--- src/rtl/traffic_pkg.sv ---
// Shared encodings for the intersection phase controller.
package traffic_pkg;

   typedef enum logic [3:0] {
      ST_IDLE,
      ST_NS_GRN,
      ST_NS_YEL,
      ST_RED_A,
      ST_EW_GRN,
      ST_EW_YEL,
      ST_RED_B,
      ST_PED_WALK,
      ST_EMERG
   } state_t;

   typedef enum logic [1:0] {
      LT_RED = 2'b00,
      LT_YEL = 2'b01,
      LT_GRN = 2'b10
   } lamp_t;

   typedef enum logic {
      DIR_NS = 1'b0,
      DIR_EW = 1'b1
   } dir_t;

   function automatic logic is_green(input state_t s);
      return (s == ST_NS_GRN) || (s == ST_EW_GRN);
   endfunction

endpackage

--- src/rtl/traffic_sequencer_if.sv ---
// Load/done handshake between the phase controller and the countdown timer.
interface traffic_sequencer_if #(
   parameter int unsigned WIDTH = 8
);
   logic             timer_start;
   logic [WIDTH-1:0] timer_load;
   logic             timer_done;

   modport master (output timer_start, output timer_load, input timer_done);
   modport slave  (input timer_start, input timer_load, output timer_done);
endinterface

--- src/rtl/ped_latch.sv ---
// Pedestrian request latch: set has priority over clear.
module ped_latch (
   input  logic clk,
   input  logic reset,
   input  logic set,
   input  logic clr,
   output logic pend
);

   // A request arriving in the clearing cycle must not be lost.
   always_ff @(posedge clk or posedge reset) begin
      if (reset)
         pend <= 1'b0;
      else if (set)
         pend <= 1'b1;
      else if (clr)
         pend <= 1'b0;
   end

endmodule

--- src/rtl/traffic_sequencer.sv ---
// Phase controller for a two-road intersection with pedestrian and emergency handling.
module traffic_sequencer
   import traffic_pkg::*;
#(
   parameter int unsigned WIDTH   = 8,
   parameter int unsigned GRN_T   = 20,
   parameter int unsigned YEL_T   = 4,
   parameter int unsigned RED_T   = 2,
   parameter int unsigned WALK_T  = 8,
   parameter int unsigned MAX_EXT = 2
) (
   input  logic                clk,
   input  logic                reset,
   input  logic                ns_car,
   input  logic                ew_car,
   input  logic                ped_req,
   input  logic                emerg,
   traffic_sequencer_if.master tmr,
   output logic [1:0]          ns_light,
   output logic [1:0]          ew_light,
   output logic                walk,
   output logic                ped_ack
);

   localparam int unsigned EXT_W = (MAX_EXT < 1) ? 1 : $clog2(MAX_EXT + 1);

   state_t             state_q, state_d;
   logic [EXT_W-1:0]   ext_q, ext_d;
   dir_t               dir_q, dir_d;
   logic               start_q, start_d;
   logic [WIDTH-1:0]   load_q, load_d;
   lamp_t              ns_d, ew_d;
   logic               walk_d, ack_d;
   logic               enter;
   logic               phase_done;
   logic               ped_pend;
   logic               ped_clr;

   function automatic logic [WIDTH-1:0] phase_load(input state_t s);
      case (s)
         ST_NS_GRN, ST_EW_GRN: phase_load = WIDTH'(GRN_T);
         ST_NS_YEL, ST_EW_YEL: phase_load = WIDTH'(YEL_T);
         ST_RED_A,  ST_RED_B:  phase_load = WIDTH'(RED_T);
         ST_PED_WALK:          phase_load = WIDTH'(WALK_T);
         default:              phase_load = '0;
      endcase
   endfunction

   ped_latch u_ped_latch (
      .clk   (clk),
      .reset (reset),
      .set   (ped_req),
      .clr   (ped_clr),
      .pend  (ped_pend)
   );

   assign tmr.timer_start = start_q;
   assign tmr.timer_load  = load_q;

   // done is stale while the load strobe is still out
   assign phase_done = tmr.timer_done && !start_q;

   // Next phase, timer loads and lamp values; emergency is checked before expiry.
   always_comb begin
      state_d = state_q;
      ext_d   = ext_q;
      dir_d   = dir_q;
      enter   = 1'b0;
      ack_d   = 1'b0;
      ped_clr = 1'b0;
      start_d = 1'b0;
      load_d  = load_q;
      ns_d    = LT_RED;
      ew_d    = LT_RED;
      walk_d  = 1'b0;

      case (state_q)
         ST_IDLE: begin
            state_d = ST_RED_B;
            enter   = 1'b1;
         end
         ST_NS_GRN, ST_EW_GRN: begin
            if (emerg) begin
               state_d = (state_q == ST_NS_GRN) ? ST_NS_YEL : ST_EW_YEL;
               enter   = 1'b1;
               ext_d   = '0;
            end else if (phase_done) begin
               enter = 1'b1;
               if (!((state_q == ST_NS_GRN) ? ew_car : ns_car) &&
                   (ext_q < EXT_W'(MAX_EXT))) begin
                  ext_d = ext_q + 1'b1;
               end else begin
                  state_d = (state_q == ST_NS_GRN) ? ST_NS_YEL : ST_EW_YEL;
                  ext_d   = '0;
               end
            end
         end
         ST_NS_YEL, ST_EW_YEL: begin
            if (phase_done) begin
               if (emerg) begin
                  state_d = ST_EMERG;
               end else begin
                  state_d = (state_q == ST_NS_YEL) ? ST_RED_A : ST_RED_B;
                  enter   = 1'b1;
               end
            end
         end
         ST_RED_A, ST_RED_B: begin
            if (phase_done) begin
               if (emerg) begin
                  state_d = ST_EMERG;
               end else if (ped_pend) begin
                  state_d = ST_PED_WALK;
                  dir_d   = (state_q == ST_RED_A) ? DIR_EW : DIR_NS;
                  enter   = 1'b1;
                  ack_d   = 1'b1;
                  ped_clr = 1'b1;
               end else begin
                  state_d = (state_q == ST_RED_A) ? ST_EW_GRN : ST_NS_GRN;
                  enter   = 1'b1;
               end
            end
         end
         ST_PED_WALK: begin
            if (emerg) begin
               state_d = ST_EMERG;
            end else if (phase_done) begin
               state_d = (dir_q == DIR_EW) ? ST_EW_GRN : ST_NS_GRN;
               enter   = 1'b1;
            end
         end
         ST_EMERG: begin
            if (!emerg) begin
               state_d = ST_RED_B;
               enter   = 1'b1;
            end
         end
         default: begin
            state_d = ST_IDLE;
         end
      endcase

      if (enter) begin
         start_d = 1'b1;
         load_d  = phase_load(state_d);
      end

      case (state_d)
         ST_NS_GRN:   ns_d   = LT_GRN;
         ST_NS_YEL:   ns_d   = LT_YEL;
         ST_EW_GRN:   ew_d   = LT_GRN;
         ST_EW_YEL:   ew_d   = LT_YEL;
         ST_PED_WALK: walk_d = 1'b1;
         default:     ;
      endcase
   end

   // State and registered outputs; every output follows the state it is entering.
   always_ff @(posedge clk or posedge reset) begin
      if (reset) begin
         state_q  <= ST_IDLE;
         ext_q    <= '0;
         dir_q    <= DIR_NS;
         start_q  <= 1'b0;
         load_q   <= '0;
         ns_light <= LT_RED;
         ew_light <= LT_RED;
         walk     <= 1'b0;
         ped_ack  <= 1'b0;
      end else begin
         state_q  <= state_d;
         ext_q    <= ext_d;
         dir_q    <= dir_d;
         start_q  <= start_d;
         load_q   <= load_d;
         ns_light <= ns_d;
         ew_light <= ew_d;
         walk     <= walk_d;
         ped_ack  <= ack_d;
      end
   end

endmodule
--- src/flat_wrapper.sv ---
// flat-port wrapper written by rule: the top's interface ports become plain ports
module traffic_sequencer_flat import traffic_pkg::*;
#(
   parameter int unsigned WIDTH   = 8,
   parameter int unsigned GRN_T   = 20,
   parameter int unsigned YEL_T   = 4,
   parameter int unsigned RED_T   = 2,
   parameter int unsigned WALK_T  = 8,
   parameter int unsigned MAX_EXT = 2
)
  (clk, reset, ns_car, ew_car, ped_req, emerg, ns_light, ew_light, walk, ped_ack, tmr_timer_start, tmr_timer_load, tmr_timer_done);
  traffic_sequencer_if #(.WIDTH(WIDTH)) tmr_i ();
  input  logic clk;
  input  logic reset;
  input  logic ns_car;
  input  logic ew_car;
  input  logic ped_req;
  input  logic emerg;
  output logic [1:0] ns_light;
  output logic [1:0] ew_light;
  output logic walk;
  output logic ped_ack;
  output wire logic [$bits(tmr_i.timer_start)-1:0] tmr_timer_start;
  output wire logic [$bits(tmr_i.timer_load)-1:0] tmr_timer_load;
  input wire logic [$bits(tmr_i.timer_done)-1:0] tmr_timer_done;
  assign tmr_timer_start = tmr_i.timer_start;
  assign tmr_timer_load = tmr_i.timer_load;
  assign tmr_i.timer_done = tmr_timer_done;
  traffic_sequencer #(.WIDTH(WIDTH), .GRN_T(GRN_T), .YEL_T(YEL_T), .RED_T(RED_T), .WALK_T(WALK_T), .MAX_EXT(MAX_EXT)) u_core (.clk(clk), .reset(reset), .ns_car(ns_car), .ew_car(ew_car), .ped_req(ped_req), .emerg(emerg), .tmr(tmr_i), .ns_light(ns_light), .ew_light(ew_light), .walk(walk), .ped_ack(ped_ack));
endmodule
--- config.mk ---
export PLATFORM = sky130hd
export DESIGN_NAME = traffic_sequencer_flat
export DESIGN_NICKNAME = d
export VERILOG_FILES = /design/src/rtl/traffic_pkg.sv /design/src/rtl/traffic_sequencer_if.sv /design/src/rtl/ped_latch.sv /design/src/rtl/traffic_sequencer.sv /design/src/flat_wrapper.sv
export SDC_FILE = /design/constraint.sdc
export NUM_CORES = 1
export LEC_CHECK = 0
export CORE_ASPECT_RATIO = 1.4
export CORE_MARGIN = 1.5
export CORE_UTILIZATION = 50
export DETAILED_ROUTE_END_ITERATION = 6
export GPL_ROUTABILITY_DRIVEN = 1
export PLACE_DENSITY_LB_ADDON = 0.15
export SLEW_MARGIN = 10
export SYNTH_ARGS = -nofsm -noshare
export SYNTH_HDL_FRONTEND = slang
export SYNTH_SLANG_ARGS = --single-unit
--- constraint.sdc ---
create_clock -name clk -period 2.7 [get_ports clk]
set_clock_uncertainty 0.05 [all_clocks]
set_input_delay 0.54 -clock clk [delete_from_list [all_inputs] [get_ports clk]]
set_output_delay 0.54 -clock clk [all_outputs]
set_load 0.02 [all_outputs]
Word level (Yosys, flattened, before mapping) --
Cells that the tools add are included.
Word-level totals: output and inout bits 15, register bits after elaboration 23, bits of input ports 7, logic and storage cells 82
Operators by class: magnitude comparators 1, mux-type cells 38, add/sub/neg operators 1, eq/ne operators 15, reduce and logical (&&, ||, !) cells 16, bitwise logic cells 1
Operator list (count):
- $mux W4 | 11
- $eq A4 B3 Y1 const B | 8
- $pmux W4 S6 | 1
- $pmux W5 S4 | 1
- $eq A4 B2 Y1 const B | 4
- $mux W1 | 15
- $mux W3 | 4
- $reduce_or A2 Y1 | 6
- $eq A4 B1 Y1 const B | 2
- $pmux W2 S2 | 2
- $mux W2 | 3
- $pmux W1 S5 | 1
- $eq A4 B4 Y1 const B | 1
- $logic_not A4 Y1 | 1
- $reduce_and A4 Y1 | 1
- $reduce_bool A2 Y1 | 2
- $reduce_or A4 Y1 | 1
- $add A2 B1 Y2 const B | 1
- $logic_and A1 B1 Y1 | 2
- $logic_not A1 Y1 | 2
- $lt A2 B2 Y1 const B | 1
- $reduce_and A2 Y1 | 1
- $not A1 Y1 | 1

Longest topological paths before layout --
Gate-level depths: netlist (run 1).
depth in word-level cells 11, mapped depth 9, depth with buffers taken out 7

By module --
From an unflattened synthesis (run 1), not the netlist that was laid out.
Second synthesis, totals: cells, all modules 120, area total of the unflattened synthesis 1071.0 um^2
By module, submodules not included:
- traffic_sequencer | area each 1031.0 um^2, times used 1, cells each 116, sequential area each 450.4 um^2
- ped_latch | area each 40.0 um^2, times used 1, cells each 4, sequential area each 25.0 um^2

Least setup slack after synthesis (run 1) --
OpenSTA, ideal clock, no wires.
path kind input to register, start input emerg, end register u_core.load_q[1], in the netlist u_core.tmr.timer_load[1], buffers on the path 2, data required time 2525 ps, arrival time 1810 ps, library setup time 125 ps, setup slack 715 ps, stages 7, path through clkbuf_1 a2111oi_0 a211o_2 a211o_1 buf_6 mux2i_1 o21ai_1
On the way: longest elaborated chain between the ends 6, elaborated cells on any way between the ends 24, classes of those cells eq/ne (7); mux (14); reduce/logical (3)
RTL lines:
- start, declared | line flat_wrapper.sv:18 | input logic emerg;
- $mux W4, on equally long branches | line traffic_sequencer.sv:110, traffic_sequencer.sv:100
- $mux W4, on equally long branches | line traffic_sequencer.sv:109, traffic_sequencer.sv:99
- $pmux W4 S6 * | line traffic_sequencer.sv:77 | case (state_q)
- via u_core.state_d[0] | line traffic_sequencer.sv:27 | state_t state_q, state_d;
- $eq A4 B2 Y1 (tied with other cells) | line traffic_sequencer.sv:40 | case (s)
- $reduce_or A2 Y1 | line traffic_sequencer.sv:40
- $pmux W5 S4 * | line traffic_sequencer.sv:40
- end signal, assigned | line traffic_sequencer.sv:175 | load_q <= load_d;
- end, declared | line traffic_sequencer.sv:31 | logic [WIDTH-1:0] load_q, load_d;
Mark *: on every way through the listed nets, which the timed path passes. The rest lies on a longest branch. A chain may end at the register's enable or synchronous reset.

Worst setup path in the final report (run 1) --
start input tmr_timer_done, end register u_core.load_q[4], in the netlist u_core.tmr.timer_load[4]
On the way: longest elaborated chain between the ends 7, elaborated cells on any way between the ends 24, classes of those cells eq/ne (7); mux (13); reduce/logical (4)
RTL lines:
- start, declared | line flat_wrapper.sv:25 | input wire logic [$bits(tmr_i.timer_done)-1:0] tmr_timer_done;
- $logic_and A1 B1 Y1 * | line traffic_sequencer.sv:61 | assign phase_done = tmr.timer_done && !start_q;
- $mux W4, on equally long branches | line traffic_sequencer.sv:127, traffic_sequencer.sv:87
- $mux W4, on equally long branches | line traffic_sequencer.sv:125, traffic_sequencer.sv:83
- $pmux W4 S6 | line traffic_sequencer.sv:77
- $eq A4 B2 Y1 (tied with other cells) | line traffic_sequencer.sv:40
- $reduce_or A2 Y1 | line traffic_sequencer.sv:40
- $pmux W5 S4 | line traffic_sequencer.sv:40
Every way passes the cells marked *; elsewhere a longest branch is shown, timed or not.

==> results of run 1 <==
-- report_power, final --
part | switching (W) | total, W | internal, W
clock network | 0.000102 | 0.000159 | 0.0000565
logic | 0.000525 | 0.000945 | 0.000420
registers | 0.000117 | 0.000513 | 0.000396
-- logic make-up after synthesis --
group	synth area share, %
multiplexers	2.13
buffers and inverters	9.91
XOR/XNOR	0.746
other	0.320
AO/OA/AOI/OAI	18.9
AND/OR/NAND/NOR	27.5
flip-flops	40.5
-- area by class of cell --
class                      count  area, um2  share of cell area (%)
timing repair buffer          23        215                    15.9
clock inverter                 1       7.51                   0.554
sequential                    19        475                    35.1
inverter                       4       15.0                    1.11
tap                           22       27.5                    2.03
multi-input combinational     97        593                    43.7
clock buffer                   3       22.5                    1.66
-- cell usage in the layout (no fill, tap or decap), types with 2 or more instances in the layout --
master	instances
and2_1	3
buf_4	6
nor3b_1	2
inv_1	4
nand3_1	3
o21ai_0	9
a21oi_1	5
clkbuf_4	3
nand2b_1	3
nor2b_1	3
dfrtp_1	19
nor3_1	2
o21ai_1	2
clkdlybuf4s50_1	17
nor2_1	14
conb_1	4
nand2_1	18
-- through the flow --
step / setup WS (ns) / instance area [um2] / hold slack, ns
after detailed placement: 0.0973 / 1330 / 0.423
final: 0.424 / 1360 / 0.445
after global placement: 0.184 / 1330 / 0.410
after CTS: 0.416 / 1360 / 0.451
after floorplan: 0.715 / 1180 / 0.431
after global routing: 0.315 / 1360 / 0.485
-- cells in the mapped netlist, drive strengths merged, types with 2 or more instances --
cell type / instances / area (um2)
dfrtp: 19 / 475
nand2: 18 / 67.6
nor2: 14 / 52.6
buf: 12 / 97.6
o21ai: 11 / 55.1
a21oi: 5 / 25.0
inv: 4 / 15.0
and2: 3 / 18.8
nand2b: 3 / 18.8
nand3: 3 / 15.0
nor2b: 3 / 18.8
a211o: 2 / 18.8
a21boi: 2 / 18.8
and3: 2 / 13.8
nor3: 2 / 10.0
nor3b: 2 / 15.0
-- worst paths after layout --
path	startpoint	endpoint	slack (ns)	cells past startpoint
min in group asynchronous	reset	u_core.ns_light[1]	0.58	2
max in group asynchronous	reset	u_core.tmr.timer_start	1.57	2
min	u_core.tmr.timer_load[3]	u_core.tmr.timer_load[3]	0.45	2
max	tmr_timer_done	u_core.tmr.timer_load[4]	0.42	7
min reg2reg	u_core.tmr.timer_load[3]	u_core.tmr.timer_load[3]	0.45	2
max reg2reg	u_core.state_q[1]	u_core.tmr.timer_load[4]	0.47	6
-- metal layers --
metal / wire (um) / track usage, % / part of all wire [%]
met1: 1080 / 26.6 / 39
met2: 1430 / 39.9 / 52
met3: 171 / 3.63 / 6.2
met4: 56 / 9.52 / 2.0
met5: 0 / 0 / 0
-- critical path, stage by stage --
cell             delay [ns]
clkdlybuf4s50_1        0.51
nor2b_1                0.31
a2111oi_0              0.12
a211o_2                0.32
a211o_1                0.32
mux2i_1                0.21
o21ai_1                0.09
-- flip-flops by register name (all words and copies together), names as in the netlist --
register                 cells
u_core.dir_q                 1
u_core.ew_light              2
u_core.ext_q                 2
u_core.ns_light              2
u_core.ped_ack               1
u_core.state_q               4
u_core.tmr.timer_load        4
u_core.tmr.timer_start       1
u_core.u_ped_latch.pend      1
u_core.walk                  1
==> flow_summary.yaml, run 1 <==
route:
  ant_nets: 0
  wirelength_um: 2740
  routedWlPerCell_um: 16.2
  firstDrtPassIters: 4
  first_iter_violations: 38
  drc: 0
  vias: 986
  detail_route.vias_per_cell: 5.83
global_routing:
  antenna_found_initial: 0
  grt_pass1_wl_um: 4390
  track_usage_pct: 22.6
  grt_max_degree: 20
  overflow: 0
  first_global_vias: 983
layout:
  final_net_count: 155
  fin_util_pct: 61.6
  area_growth_pct: 15.6
  instances_no_fill: 169
  final.fill_count: 200
  layout-drive-gt1-share_pct: 13.6
  antenna_cells: 0
timing:
  worst_slew_pin_slew_ns: 0.724
  max_freq_ghz: 0.439
  slew_violations: 0
  fin_setup_tns_ns: 0
  hold_viol_final: 0
  fin_crit_sh_pct: 84.3
  relSlewSlack_pct: 51.7
  fin_crit_ns: 2.28
  grt_setup_unrepaired: "false"
  setup_viol: 0
place:
  dp.cells: 165
  hpwlAfterDp_um: 2000
  place.gp.congestion: 0.906
  io_buffer_count: 17
synthesis:
  synth_edf_count: 0
  ys_seq_area_share_pct: 40.5
  ys_types: 47
  ys_ff_latch: 19
  synthFlopType: "dfrtp_1"
  synth_area_um2: 1170
  ys_warn_count: 0
  syn_area_per_cell_um2: 9.03
  synth_cells: 130
  synthArstFlopShare_pct: 100
clocking:
  cts_tree: "done"
  cts_made_buffers: 3
  clk_latency_ns: 0.31
  clk_path_buf_depth: 2
  clkTransAtPathRegs_ns: 0.12
  cts.sinks: 19
  cts_hold_buf: 0
  ctsRootBufferMaster: "clkbuf_4"
  post_cts_buffers: 0
  cts_resized: 0
  cts-htree-levels: 1
setup_path:
  path_max_fanout: 7
  critPathLaunchType: "input port"
  arrival_ns: 2.43
  cp-end-kind: "flop"
  crit_type: "in -> reg"
  cp.required_ns: 2.86
floorplan:
  initial_core_util_pct: 53.3
  die-area_um2: 2650
  rows: 20
  io_pins: 22
  die_x_um: 43.9
  die_y_um: 60.3
  design.core.area_um2: 2200
min_path:
  hold_path.class: "reg -> reg"
power:
  power_density_nw_per_um2: 1190
  leakage_nw: 0.606
  vdd_drop_max_uv: 584
  totalPowerFinal_w: 0.00162
flow_run:
  maxCapViolCount: 0
status:
  status: "finished clean"
Note: power is estimated with default switching activity, not from simulation.
==> inputs of run 2 (changes only) <==
==> constraint.sdc (replaced) <==
create_clock -name clk -period 2.1 [get_ports clk]
set_clock_uncertainty 0.05 [all_clocks]
set_input_delay 0.42 -clock clk [delete_from_list [all_inputs] [get_ports clk]]
set_output_delay 0.42 -clock clk [all_outputs]
set_load 0.02 [all_outputs]
==> run 2 against run 1 <==
Total power increased by 49%. Register-to-register slack worse by 0.32 ns. Cell area is 13% higher. Hold slack worse by 0.074 ns. Core utilization grew 8.2 points. Critical path type unchanged. Final cell count is 12% higher. First-iteration DRC count grew 16%. Non-clock buffer count rose by 20. Largest cell class unchanged. Sequential share of layout area is 4.1 points lower. Clock-buffer cell count did not move. Global-route usage rose by 1.4 points.
==> flow_summary.yaml, run 2 (same netlist as run 1, synthesis figures left out) <==
floorplan:
  die_x_um: 43.9
  io_pins: 22
  design.core.area_um2: 2200
  die-area_um2: 2650
  die_y_um: 60.3
  initial_core_util_pct: 53.3
  rows: 20
setup_path:
  cp.required_ns: 2.30
  path_delay_family: "buffers and inverters"
  path_depth: 9
  max_stage_delay_ns: 0.59
  worstPathCellList: "clkdlybuf4s50_1 > buf_4 > nand3b_1 > a21boi_0 > o311ai_2 > nor2_1 > buf_4 > nand2_1 > nor2_1"
  cp-end-kind: "flop"
  crit_buf_inv: 3
  path_max_fanout: 10
  r2r_cells: 7
  crit_type: "in -> reg"
  critPathLaunchType: "input port"
  crit_path_top_delay_cell: "clkdlybuf4s50_1"
  arrival_ns: 2.24
global_routing:
  track_usage_pct: 23.9
  grt_max_degree: 20
  antenna_found_initial: 0
  first_global_vias: 1088
  overflow: 0
  grt_pass1_wl_um: 4580
route:
  detail_route.vias_per_cell: 5.79
  first_iter_violations: 44
  wirelength_um: 2960
  firstDrtPassIters: 4
  ant_nets: 0
  drc: 0
  routedWlPerCell_um: 15.7
  vias: 1095
clocking:
  cts_hold_buf: 0
  clk_latency_ns: 0.30
  cts-htree-levels: 1
  clkTransAtPathRegs_ns: 0.12
  clk_path_buf_depth: 2
  cts_made_buffers: 3
  cts_tree: "done"
  ctsRootBufferMaster: "clkbuf_4"
  cts.sinks: 19
place:
  hpwlAfterDp_um: 2230
  place.gp.congestion: 0.934
  dpl-instance-area_um2: 1470
  io_buffer_count: 17
timing:
  whs_ns: 0.371
  fin_crit_sh_pct: 97.5
  hold_viol_final: 0
  fin_setup_tns_ns: 0
  setup_viol: 0
  max_freq_ghz: 0.489
  slew_violations: 0
  fin_crit_ns: 2.05
layout:
  final_cell_mix: "buf_4 (26), dfrtp_1 (19), nand2_1 (18), clkdlybuf4s50_1 (17), nor2_1 (14)"
  final_net_count: 175
  area_growth_pct: 31.0
  fin_area_um2: 1540
  layout-drive-gt1-share_pct: 27.5
  fin_util_pct: 69.8
  layout_commonest_cell: "buf_4"
  antenna_cells: 0
  final.fill_count: 179
power:
  totalPowerFinal_w: 0.00241
  p_sw_w: 0.00105
  p_clk_share_pct: 8.2
  power_density_nw_per_um2: 1570
  leakage_nw: 0.711
  pwr-share-comb_pct: 66.5
  vdd_drop_max_uv: 1060
  p_seq_share_pct: 25.3
  internal_power_w: 0.00136
  netSwitchingFraction_pct: 43.7
status:
  status: "finished clean"
min_path:
  hold_path.class: "in -> async"
flow_run:
  maxCapViolCount: 0
run 2: what timing repair did:
item	4_1_cts	5_1_grt
resized for setup	1	5
setup endpoints to repair	3	5
endpoints found under the hold margin	0	0
pin swaps	0	2
setup buffers	0	1
run 2: worst register-to-register path, cell delays in order (launching register included):
cell and delay [ns]:
dfrtp_1 0.42, buf_4 0.19, or2b_2 0.20, nor3_2 0.06, a211o_2 0.34, a211o_4 0.30
mux2i_2 0.21, o21ai_1 0.09
run 2: cell type report:
type                            instances  area (um2)  area share [%]
Tap cell                               22        27.5            1.79
Sequential cell                        19         475            30.9
Inverter                                4        15.0           0.976
Multi-Input combinational cell         97         624            40.6
Timing Repair Buffer                   43         365            23.8
Clock inverter                          1        7.51           0.488
Clock buffer                            3        22.5            1.46
run 2: through the flow:
step | cells | setup WS (ns)
after floorplan | 133 | 0.201
after CTS | 188 | 0.00778
after global routing | 189 | -0.0386
after detailed placement | 184 | -0.366
final | 189 | 0.0533
after global placement | 184 | -0.279
run 2: path summary, 6_finish.rpt:
check	startpoint	slack, ns	to
setup / recovery	emerg	0.05	u_core.ns_light[0]
hold / removal	reset	0.37	u_core.tmr.timer_load[4]
setup reg to reg	u_core.state_q[1]	0.15	u_core.tmr.timer_load[4]
hold reg to reg	u_core.tmr.timer_load[4]	0.46	u_core.tmr.timer_load[4]
max in group asynchronous	reset	1.43	u_core.ns_light[1]
min in group clk	u_core.tmr.timer_load[4]	0.46	u_core.tmr.timer_load[4]
run 2: power by group through the flow:
stage,registers [W],logic [W],clock network (W)
after floorplan,0.000694,0.000857,0
after global placement,0.000608,0.00146,0
after detailed placement,0.000617,0.00150,0
after CTS,0.000609,0.00152,0.000203
after global routing,0.000623,0.00174,0.000218
final,0.000609,0.00160,0.000199
run 2: layer usage:
layer / GRT usage, % / up-vias / wire [um]
li1: - / 516 / -
met1: 23.0 / 524 / 1070
met2: 45.8 / 49 / 1650
met3: 5.44 / 6 / 177
met4: 12.6 / 0 / 62
met5: 0 / - / 0
==> inputs of run 3 (changes only) <==
--- a/config.mk
+++ b/config.mk
@@ -14,4 +14,5 @@
 export SLEW_MARGIN = 10
 export SYNTH_ARGS = -nofsm -noshare
 export SYNTH_HDL_FRONTEND = slang
+export SYNTH_HIERARCHICAL = 1
 export SYNTH_SLANG_ARGS = --single-unit
==> run 3 against run 2 <==
Cell area shrank 6.8%. Total power down 11%. Clock-buffer cell count stayed put.
==> flow_summary.yaml, run 3 <==
global_routing:
  grt_max_degree: 19
  first_global_vias: 986
  use_met2_pct: 37.7
  overflow: 0
  track_usage_pct: 21.4
  grt-busiest-layer: "met2"
  use_met1_pct: 27.4
  grt_pass1_wl_um: 4110
  met3_usage_pct: 1.87
  antenna_found_initial: 0
timing:
  grt_setup_unrepaired: "true"
  fin_crit_ns: 2.00
  fin_setup_tns_ns: 0
  slew_violations: 0
  hold_viol_final: 0
  max_freq_ghz: 0.501
  fin_crit_sh_pct: 95.1
  setup_viol: 0
route:
  wirelength_um: 2360
  vias: 955
  firstDrtPassIters: 4
  ant_nets: 0
  routedWlPerCell_um: 13.3
  first_iter_violations: 12
  drc: 0
  detail_route.vias_per_cell: 5.37
floorplan:
  rows: 19
  design.core.area_um2: 2000
  die-area_um2: 2430
  die_x_um: 42.1
  initial_core_util_pct: 53.6
  die_y_um: 57.8
  io_pins: 22
setup_path:
  critPathLaunchType: "input port"
  crit_start: "emerg"
  reg2reg_to: "u_core/tmr.timer_load[1]"
  arrival_ns: 2.12
  r2r_cells: 6
  worstPathCellList: "clkdlybuf4s50_1 > buf_4 > nor2_1 > a21boi_0 > a311o_1 > mux2i_1 > o21ai_1"
  path_max_fanout: 4
  cp-end-kind: "flop"
  crit_type: "in -> reg"
  crit_path_top_delay_cell: "clkdlybuf4s50_1"
  regToRegStartpoint: "u_core/state_q[2]"
  endpoint: "u_core/tmr.timer_load[1]"
  max_stage_delay_ns: 0.47
  rrSetupSlack_ns: 0.11
  cp.required_ns: 2.22
clocking:
  cts_tree: "done"
  cts_made_buffers: 3
  cts_hold_buf: 0
  clk_latency_ns: 0.29
  cts_resized: 0
  clkTransAtPathRegs_ns: 0.10
  cts-htree-levels: 1
  clk_path_buf_depth: 2
  ctsRootBufferMaster: "clkbuf_4"
  cts.sinks: 19
  post_cts_buffers: 0
synthesis:
  synth_area_um2: 1070
  ys_ff_latch: 19
  synth_common_cells: "dfrtp_1 (19), nor2_1 (14), nand2_1 (11)"
  synth_top_area_cell: "dfrtp_1"
  ys_types: 37
  synth_most_common_cell: "dfrtp_1"
  ys_warn_count: 6
  synthTopCellsByArea: "dfrtp_1 (44%), nor2_1 (4.9%), buf_4 (4.2%)"
  synthFlopType: "dfrtp_1"
  syn_area_per_cell_um2: 8.93
  ys_seq_area_share_pct: 44.4
  synthArstFlopShare_pct: 100
  synth_edf_count: 0
  synth_top_area_share_pct: 44.4
  synth_cells: 120
place:
  place.gp.congestion: 0.883
  hpwlAfterDp_um: 1860
  io_buffer_count: 17
power:
  vdd_drop_max_uv: 1000
  power_density_nw_per_um2: 1500
  leakage_nw: 0.674
status:
  status: "finished clean"
layout:
  antenna_cells: 0
  final_net_count: 165
  final_cell_mix: "buf_4 (27), clkdlybuf4s50_1 (17), dfrtp_1 (17), nor2_1 (14), nand2_1 (11)"
  layout-drive-gt1-share_pct: 24.8
  layout_commonest_cell: "buf_4"
  fin_util_pct: 71.8
  area_growth_pct: 33.9
min_path:
  hold_path.class: "in -> async"
flow_run:
  maxCapViolCount: 0
-- run 3: changes by cell type after synthesis, sizes merged, moves of 2 or more --
cell	change
inv	+3
a211oi	+2
nand3	+3
a31oi	+2
o31ai	+2
a21o	+2
a211o	-2
nand2	-7
nor2b	-2
and2	-3
-- run 3: cells by family after synthesis --
| group | count (synthesis) | share of synthesized area [%] |
|---|---|---|
| buffers and inverters | 21 | 11.3 |
| multiplexers | 2 | 1.87 |
| flip-flops | 19 | 44.4 |
| other | 1 | 0.350 |
| AO/OA/AOI/OAI | 31 | 18.8 |
| AND/OR/NAND/NOR | 44 | 21.6 |
| XOR/XNOR | 2 | 1.64 |
-- run 3: stage by stage --
stage | power (W) | setup WS (ns) | std cells | hold WS [ns] | cell area (um2)
6_report | 0.00216 | 0.103 | 178 | 0.248 | 1430
2_1_floorplan | 0.00145 | 0.220 | 123 | 0.0987 | 1080
5_1_grt | 0.00232 | -0.000904 | 178 | 0.249 | 1430
3_3_place_gp | 0.00192 | -0.183 | 174 | 0.409 | 1390
3_5_place_dp | 0.00196 | -0.193 | 174 | 0.414 | 1390
4_1_cts | 0.00215 | 0.0304 | 178 | 0.233 | 1410
-- run 3: layout make-up --
| cell class | instances | area, um2 |
|---|---|---|
| tap | 21 | 26.3 |
| clock inverter | 1 | 5.00 |
| clock buffer | 3 | 22.5 |
| multi-input combinational | 83 | 503 |
| inverter | 7 | 26.3 |
| sequential | 19 | 478 |
| timing repair buffer | 44 | 373 |
| fill | 154 | 563 |
-- run 3: worst min-delay path by stage --
stage                             start                       end  cells past startpoint
6_report                          reset   u_core/u_ped_latch/pend                      2
5_1_grt                           reset   u_core/u_ped_latch/pend                      2
4_1_cts                           reset   u_core/u_ped_latch/pend                      2
3_5_place_dp   u_core/tmr.timer_load[3]  u_core/tmr.timer_load[3]                      1
3_3_place_gp   u_core/tmr.timer_load[3]  u_core/tmr.timer_load[3]                      1
2_1_floorplan                     reset   u_core/u_ped_latch/pend                      1
-- run 3: worst max-delay path: cells and delay by family --
family	cells	cell delay [ns]
buf+inv	2	0.65
compound gates	3	0.64
simple gates	1	0.18
mux	1	0.22
-- run 3: power by group --
part	total, W	internal [W]	leakage, nW	switching, W
combinational	0.00135	0.000664	0.417	0.000688
sequential	0.000630	0.000509	0.239	0.000121
clock	0.000174	0.0000707	0.0177	0.000104
-- run 3: per-layer routing --
metal,vias to the layer above,part of all wire [%]
li1,478,-
met1,455,42
met2,20,53
met3,2,4.0
met4,0,0.80
met5,-,0
